## config.mk

```make
export PLATFORM = sky130hd
export DESIGN_NAME = fetch_sequencer
export DESIGN_NICKNAME = d
export VERILOG_FILES = /design/src/rtl/fetch_sequencer_pkg.sv /design/src/rtl/fetch_sequencer.sv
export SDC_FILE = /design/constraint.sdc
export NUM_CORES = 1
export LEC_CHECK = 0
export ABC_AREA = 0
export CELL_PAD_IN_SITES_DETAIL_PLACEMENT = 0
export CELL_PAD_IN_SITES_GLOBAL_PLACEMENT = 2
export CORE_ASPECT_RATIO = 0.9
export CORE_UTILIZATION = 23
export CTS_BUF_LIST = sky130_fd_sc_hd__clkbuf_4 sky130_fd_sc_hd__clkbuf_8
export CTS_CLUSTER_DIAMETER = 200
export DETAILED_ROUTE_END_ITERATION = 7
export GPL_TIMING_DRIVEN = 0
export PLACE_DENSITY_LB_ADDON = 0.1
export SLEW_MARGIN = 20
export SYNTH_ARGS = -nofsm -noshare
export SYNTH_HDL_FRONTEND = slang
export SYNTH_SLANG_ARGS = --single-unit
```

## constraint.sdc

```tcl
create_clock -name i_clk -period 1.8 [get_ports i_clk]
set_input_delay 0.18 -clock i_clk [delete_from_list [all_inputs] [get_ports i_clk]]
set_output_delay 0.18 -clock i_clk [all_outputs]
set_load 0.02 [all_outputs]
```

## src/rtl/fetch_sequencer_pkg.sv

```systemverilog
// rtl/fetch_sequencer_pkg.sv - PC unit opcodes and fetch sequencer state encoding
package fetch_sequencer_pkg;

    typedef enum logic [1:0] {
        PC_HOLD = 2'b00,
        PC_INC  = 2'b01,
        PC_LOAD = 2'b10,
        PC_CLR  = 2'b11
    } pc_op_e;

    typedef enum logic [2:0] {
        ST_ADDR  = 3'd0,
        ST_FETCH = 3'd1,
        ST_ISSUE = 3'd2,
        ST_FLUSH = 3'd3,
        ST_HALT  = 3'd4
    } fetch_state_e;

endpackage

```

## src/rtl/fetch_sequencer.sv

```systemverilog
// rtl/fetch_sequencer.sv - fetch control FSM driving the PC unit, imem handshake and decode handshake
module fetch_sequencer
    import fetch_sequencer_pkg::*;
(
    input  logic        i_clk,
    input  logic        i_rst,
    input  logic [15:0] i_pc,
    output logic [1:0]  o_pc_op,
    output logic [15:0] o_pc_target,
    output logic        o_imem_req,
    output logic [15:0] o_imem_addr,
    input  logic        i_imem_ack,
    input  logic [15:0] i_imem_data,
    output logic [15:0] o_instr,
    output logic        o_instr_valid,
    input  logic        i_instr_ready,
    input  logic        i_branch_valid,
    input  logic [15:0] i_branch_target,
    input  logic        i_halt,
    output logic        o_halted
);

    fetch_state_e state_q, state_d;
    pc_op_e       pc_op_q, pc_op_d;
    logic [15:0]  pc_target_q, pc_target_d;
    logic         imem_req_q, imem_req_d;
    logic [15:0]  imem_addr_q, imem_addr_d;
    logic [15:0]  instr_q, instr_d;
    logic         instr_valid_q, instr_valid_d;
    logic         halted_q, halted_d;
    logic         halt_pend_q, halt_pend_d;

    always_ff @(posedge i_clk) begin
        if (i_rst) begin
            state_q       <= ST_ADDR;
            pc_op_q       <= PC_CLR;
            pc_target_q   <= 16'h0000;
            imem_req_q    <= 1'b0;
            imem_addr_q   <= 16'h0000;
            instr_q       <= 16'h0000;
            instr_valid_q <= 1'b0;
            halted_q      <= 1'b0;
            halt_pend_q   <= 1'b0;
        end else begin
            state_q       <= state_d;
            pc_op_q       <= pc_op_d;
            pc_target_q   <= pc_target_d;
            imem_req_q    <= imem_req_d;
            imem_addr_q   <= imem_addr_d;
            instr_q       <= instr_d;
            instr_valid_q <= instr_valid_d;
            halted_q      <= halted_d;
            halt_pend_q   <= halt_pend_d;
        end
    end

    always_comb begin
        state_d       = state_q;
        pc_op_d       = PC_HOLD;
        pc_target_d   = pc_target_q;
        imem_req_d    = imem_req_q;
        imem_addr_d   = imem_addr_q;
        instr_d       = instr_q;
        instr_valid_d = instr_valid_q;
        halted_d      = halted_q;
        halt_pend_d   = halt_pend_q;

        case (state_q)
            ST_ADDR: begin
                if (i_halt) begin
                    state_d       = ST_HALT;
                    instr_valid_d = 1'b0;
                    halted_d      = 1'b1;
                end else if (i_branch_valid) begin
                    pc_op_d     = PC_LOAD;
                    pc_target_d = i_branch_target;
                end else begin
                    imem_addr_d = i_pc;
                    imem_req_d  = 1'b1;
                    state_d     = ST_FETCH;
                end
            end
            ST_FETCH: begin
                if (i_imem_ack) begin
                    imem_req_d = 1'b0;
                    if (i_halt) begin
                        state_d  = ST_HALT;
                        halted_d = 1'b1;
                    end else if (i_branch_valid) begin
                        pc_op_d     = PC_LOAD;
                        pc_target_d = i_branch_target;
                        state_d     = ST_ADDR;
                    end else begin
                        instr_d       = i_imem_data;
                        instr_valid_d = 1'b1;
                        state_d       = ST_ISSUE;
                    end
                end else if (i_halt) begin
                    halt_pend_d = 1'b1;
                    state_d     = ST_FLUSH;
                end else if (i_branch_valid) begin
                    pc_op_d     = PC_LOAD;
                    pc_target_d = i_branch_target;
                    state_d     = ST_FLUSH;
                end
            end
            ST_ISSUE: begin
                if (i_halt) begin
                    state_d       = ST_HALT;
                    instr_valid_d = 1'b0;
                    halted_d      = 1'b1;
                end else if (i_branch_valid) begin
                    instr_valid_d = 1'b0;
                    pc_op_d       = PC_LOAD;
                    pc_target_d   = i_branch_target;
                    state_d       = ST_ADDR;
                end else if (i_instr_ready) begin
                    instr_valid_d = 1'b0;
                    pc_op_d       = PC_INC;
                    state_d       = ST_ADDR;
                end
            end
            ST_FLUSH: begin
                // A pending halt suppresses further redirects; the abandoned fetch must still complete.
                if (i_halt) begin
                    halt_pend_d = 1'b1;
                end else if (i_branch_valid && !halt_pend_q) begin
                    pc_op_d     = PC_LOAD;
                    pc_target_d = i_branch_target;
                end
                if (i_imem_ack) begin
                    imem_req_d = 1'b0;
                    if (i_halt || halt_pend_q) begin
                        state_d  = ST_HALT;
                        halted_d = 1'b1;
                    end else begin
                        state_d = ST_ADDR;
                    end
                end
            end
            ST_HALT: begin
                imem_req_d    = 1'b0;
                instr_valid_d = 1'b0;
                halted_d      = 1'b1;
            end
            default: begin
                state_d = ST_ADDR;
            end
        endcase
    end

    assign o_pc_op       = pc_op_q;
    assign o_pc_target   = pc_target_q;
    assign o_imem_req    = imem_req_q;
    assign o_imem_addr   = imem_addr_q;
    assign o_instr       = instr_q;
    assign o_instr_valid = instr_valid_q;
    assign o_halted      = halted_q;

endmodule

```

==> results.md, run 1 <==
- Crit path largest cell delay: 0.36 ns
- Clock Skews: 0.0108 ns
- Post-CTS setup buffer count: 0
- Worst endpoint required time: 2.00 ns
- RSZ-0062 raised after global routing: false
- Syn Area/Cell: 8.85 µm²
- Cell Rows: 33
- Layout Cells excl Fill: 492
- HP Class: in -> reg
- Vias/cell: 4.27
- GRT Util Overall: 13.2%
- Syn nets: 304
- PD cells: 1030 nW/µm²
- Reg-to-Reg Start: state_q[1]
- Critical Path Sink: o_pc_target[9]
- Ant diodes: 0
- Peak Freq: 612 MHz
- Crit path launch: state_q[1]
- Area leader, netlist: dfxtp_1
- Placed insts: 477
- Die X: 105 µm
- Leak: 1.36 nW
- Placer Congestion: 0.745
- CTS tree: yes
- TNS Setup: 0 ns
- Clk_lat worst skew: 0.33 ns
- Post-CTS Resized: 0
- Mapped cell area: 2210 µm²
- Share of layout cells above drive strength 1: 9.73%
- Worst setup EP type: flop
- Period utilization: 90.7%
- Longest Clk Path Bufs: 2
- Initial core utilization: 24.0%
- Root Buffer: clkbuf_8
- I/O pin count: 107
- Critical Path Most Common Cell: buf_4
- Clock sink count: 57
- Post-DP HPWL: 4.56 mm
- Synth-to-layout area growth: 63.4%
- Fraction of registers with async set/reset: 0%
- Largest net degree at the start of global routing: 11
- Port Buffer Count: 105
- Total CTS buffers: 9
- Max IR drop VDD: 0.407 mV
- Least-Margin Pin Slew: 0.514 ns
- Mapped Cells: 250
- Drt pass-1 iters: 4
- Synth Register Bits: 57
- Routed length per placed instance: 12.9 µm
- Die Y: 95.1 µm
- Primary FF master, synth: dfxtp_1
- Flop2flop setup slack: 0.17 ns
- Crit path cell chain: buf_2, nand3_1, nand3b_1, buf_4, buf_4, mux2i_1, nor2_1
- Reg2reg path depth: 7
- Slew Limit Fails: 0
- Tot Pwr: 0.00374 W
- Htree depth: 3
- Hold Vio Cnt, Final: 0
- Drt total wl: 6.36 mm
- Antenna violations before repair: 0
- Clock transition at path regs: 0.07 ns
- Startpoint Class: flop
- Synth top area cells: dfxtp_1 (52%), nand2_1 (11%), a21oi_1 (7.5%)
- Number of nets with antenna violations after routing: 0
- Worst R2R End: o_pc_target[9]
- Hold buffer count at cts: 0
- Max Cap Viol: 0
- Vias: 2100
- Rel. slew slack: 65.7%
- Yosys warnings: 0
- DIE AREA: 10000 µm²
- Critical-path top delay cell: dfxtp_1
- Post-synth EDFFs: 0
- Crit Path Max Fanout: 10
- 1st-iter DRT viols: 33
- Status: finished clean
- Setup CP Type: reg -> reg
- Vias in the first global route: 2026
- Share of the synthesized area in the top cell type: 51.6%
- Core area: 9210 µm²
- Final setup viols: 0
- First-pass GRT wire length: 10.2 mm
- DRC Markers: 0
- Total global routing overflow: 0
- Final min period: 1.63 ns
- Critical Path AT: 1.84 ns
- Register area share after synthesis: 51.6%
- Final #Nets: 420
- Fill cells: 961
- Final Util: 39.3%
- Number of distinct library cells after synthesis: 40
-- report_power, final --
part           total (W)  switching (W)  internal (W)
combinational    0.00104       0.000540      0.000504
sequential       0.00148      0.0000876       0.00139
clock            0.00122       0.000499      0.000718
total            0.00374        0.00113       0.00261
-- logic make-up after synthesis --
logic type / synth area share, %
AO/OA/AOI/OAI: 13.3
buffers and inverters: 4.63
flip-flops: 51.6
multiplexers: 7.24
AND/OR/NAND/NOR: 23.2
-- layer usage --
layer  wire length (µm)  global-route usage [%]
met1               2970                    16.8
met3                543                    6.56
met5                  0                       0
met4                 95                    3.87
met2               2750                    19.7
-- cells in the mapped netlist (2+ instances only) --
cell       n
nand2_1   65
dfxtp_1   57
nand3_1    2
o21ai_0    3
mux2i_1   16
buf_6      2
or3_1      4
buf_2      3
nand3b_1   2
a31oi_1    2
nand2b_1   4
a22oi_1    2
buf_4      3
a21oi_1   33
clkbuf_1   5
nor2_1    22
nor3_1     2
-- stage by stage --
step / hold WS (ns) / setup slack, ns / instance area, µm²
6_report: 0.156 / 0.167 / 3620
5_1_grt: 0.178 / 0.0225 / 3620
4_1_cts: 0.135 / 0.151 / 3620
3_5_place_dp: 0.445 / -0.157 / 3420
3_3_place_gp: 0.442 / -0.136 / 3420
2_1_floorplan: 0.316 / 0.332 / 2210
-- placed cells by master, fill, tap and decap left out, types with 2 or more instances in the layout --
cell type        count
clkbuf_1             5
nor3_1               2
clkbuf_8            11
clkdlybuf4s50_1    105
nand2_1             65
nand2b_1             4
o21ai_0              3
dfxtp_1             57
nor2_1              22
or3_1                4
clkinv_2             2
a22oi_1              2
buf_4                3
nand3_1              2
buf_2                3
buf_6                2
mux2i_1             16
a31oi_1              2
a21oi_1             33
nand3b_1             2
-- state kept, by name (all words and copies together), names as in the netlist --
signal         count
o_imem_req         1
o_pc_target       16
o_imem_addr       16
o_instr_valid      1
o_pc_op            2
o_halted           1
o_instr           16
halt_pend_q        1
state_q            3
-- worst max-delay path, delay by kind of cell, from the launching register on --
family                 cells  cell delay [ns]
buffers and inverters      3             0.68
AND/OR/NAND/NOR            3             0.25
flip-flops                 1             0.36
multiplexers               1             0.22
-- layout make-up --
class / instances / area [µm²] / share of cell area, %
tap: 122 / 153 / 4.22
sequential: 57 / 1140 / 31.6
multi-input combinational: 177 / 970 / 26.8
clock buffer: 12 / 159 / 4.39
timing repair buffer: 105 / 1050 / 29.1
buffer: 16 / 103 / 2.84
clock inverter: 3 / 40.0 / 1.11
-- how the worst min path moves through the flow --
| stage | start | endpoint | slack (ns) | cells after the start |
|---|---|---|---|---|
| global placement | o_instr[11] | o_instr[11] | 0.44 | 2 |
| finish | i_halt | halt_pend_q | 0.16 | 3 |
| detailed placement | o_imem_addr[4] | o_imem_addr[4] | 0.45 | 2 |
| CTS | i_halt | halt_pend_q | 0.14 | 3 |
| floorplan | i_imem_data[1] | o_instr[1] | 0.32 | 2 |
| global route | i_halt | halt_pend_q | 0.18 | 3 |
Note: power is estimated with default switching activity, not from simulation.
==> run 2, diff against run 1 <==
Settings changed: HOLD_SLACK_MARGIN set to 0.06, SKIP_LAST_GASP set to 1, SLEW_MARGIN 20 to not set.
==> results of run 2 <==
The final DEF is identical to that of run 1; final timing and power are the same.
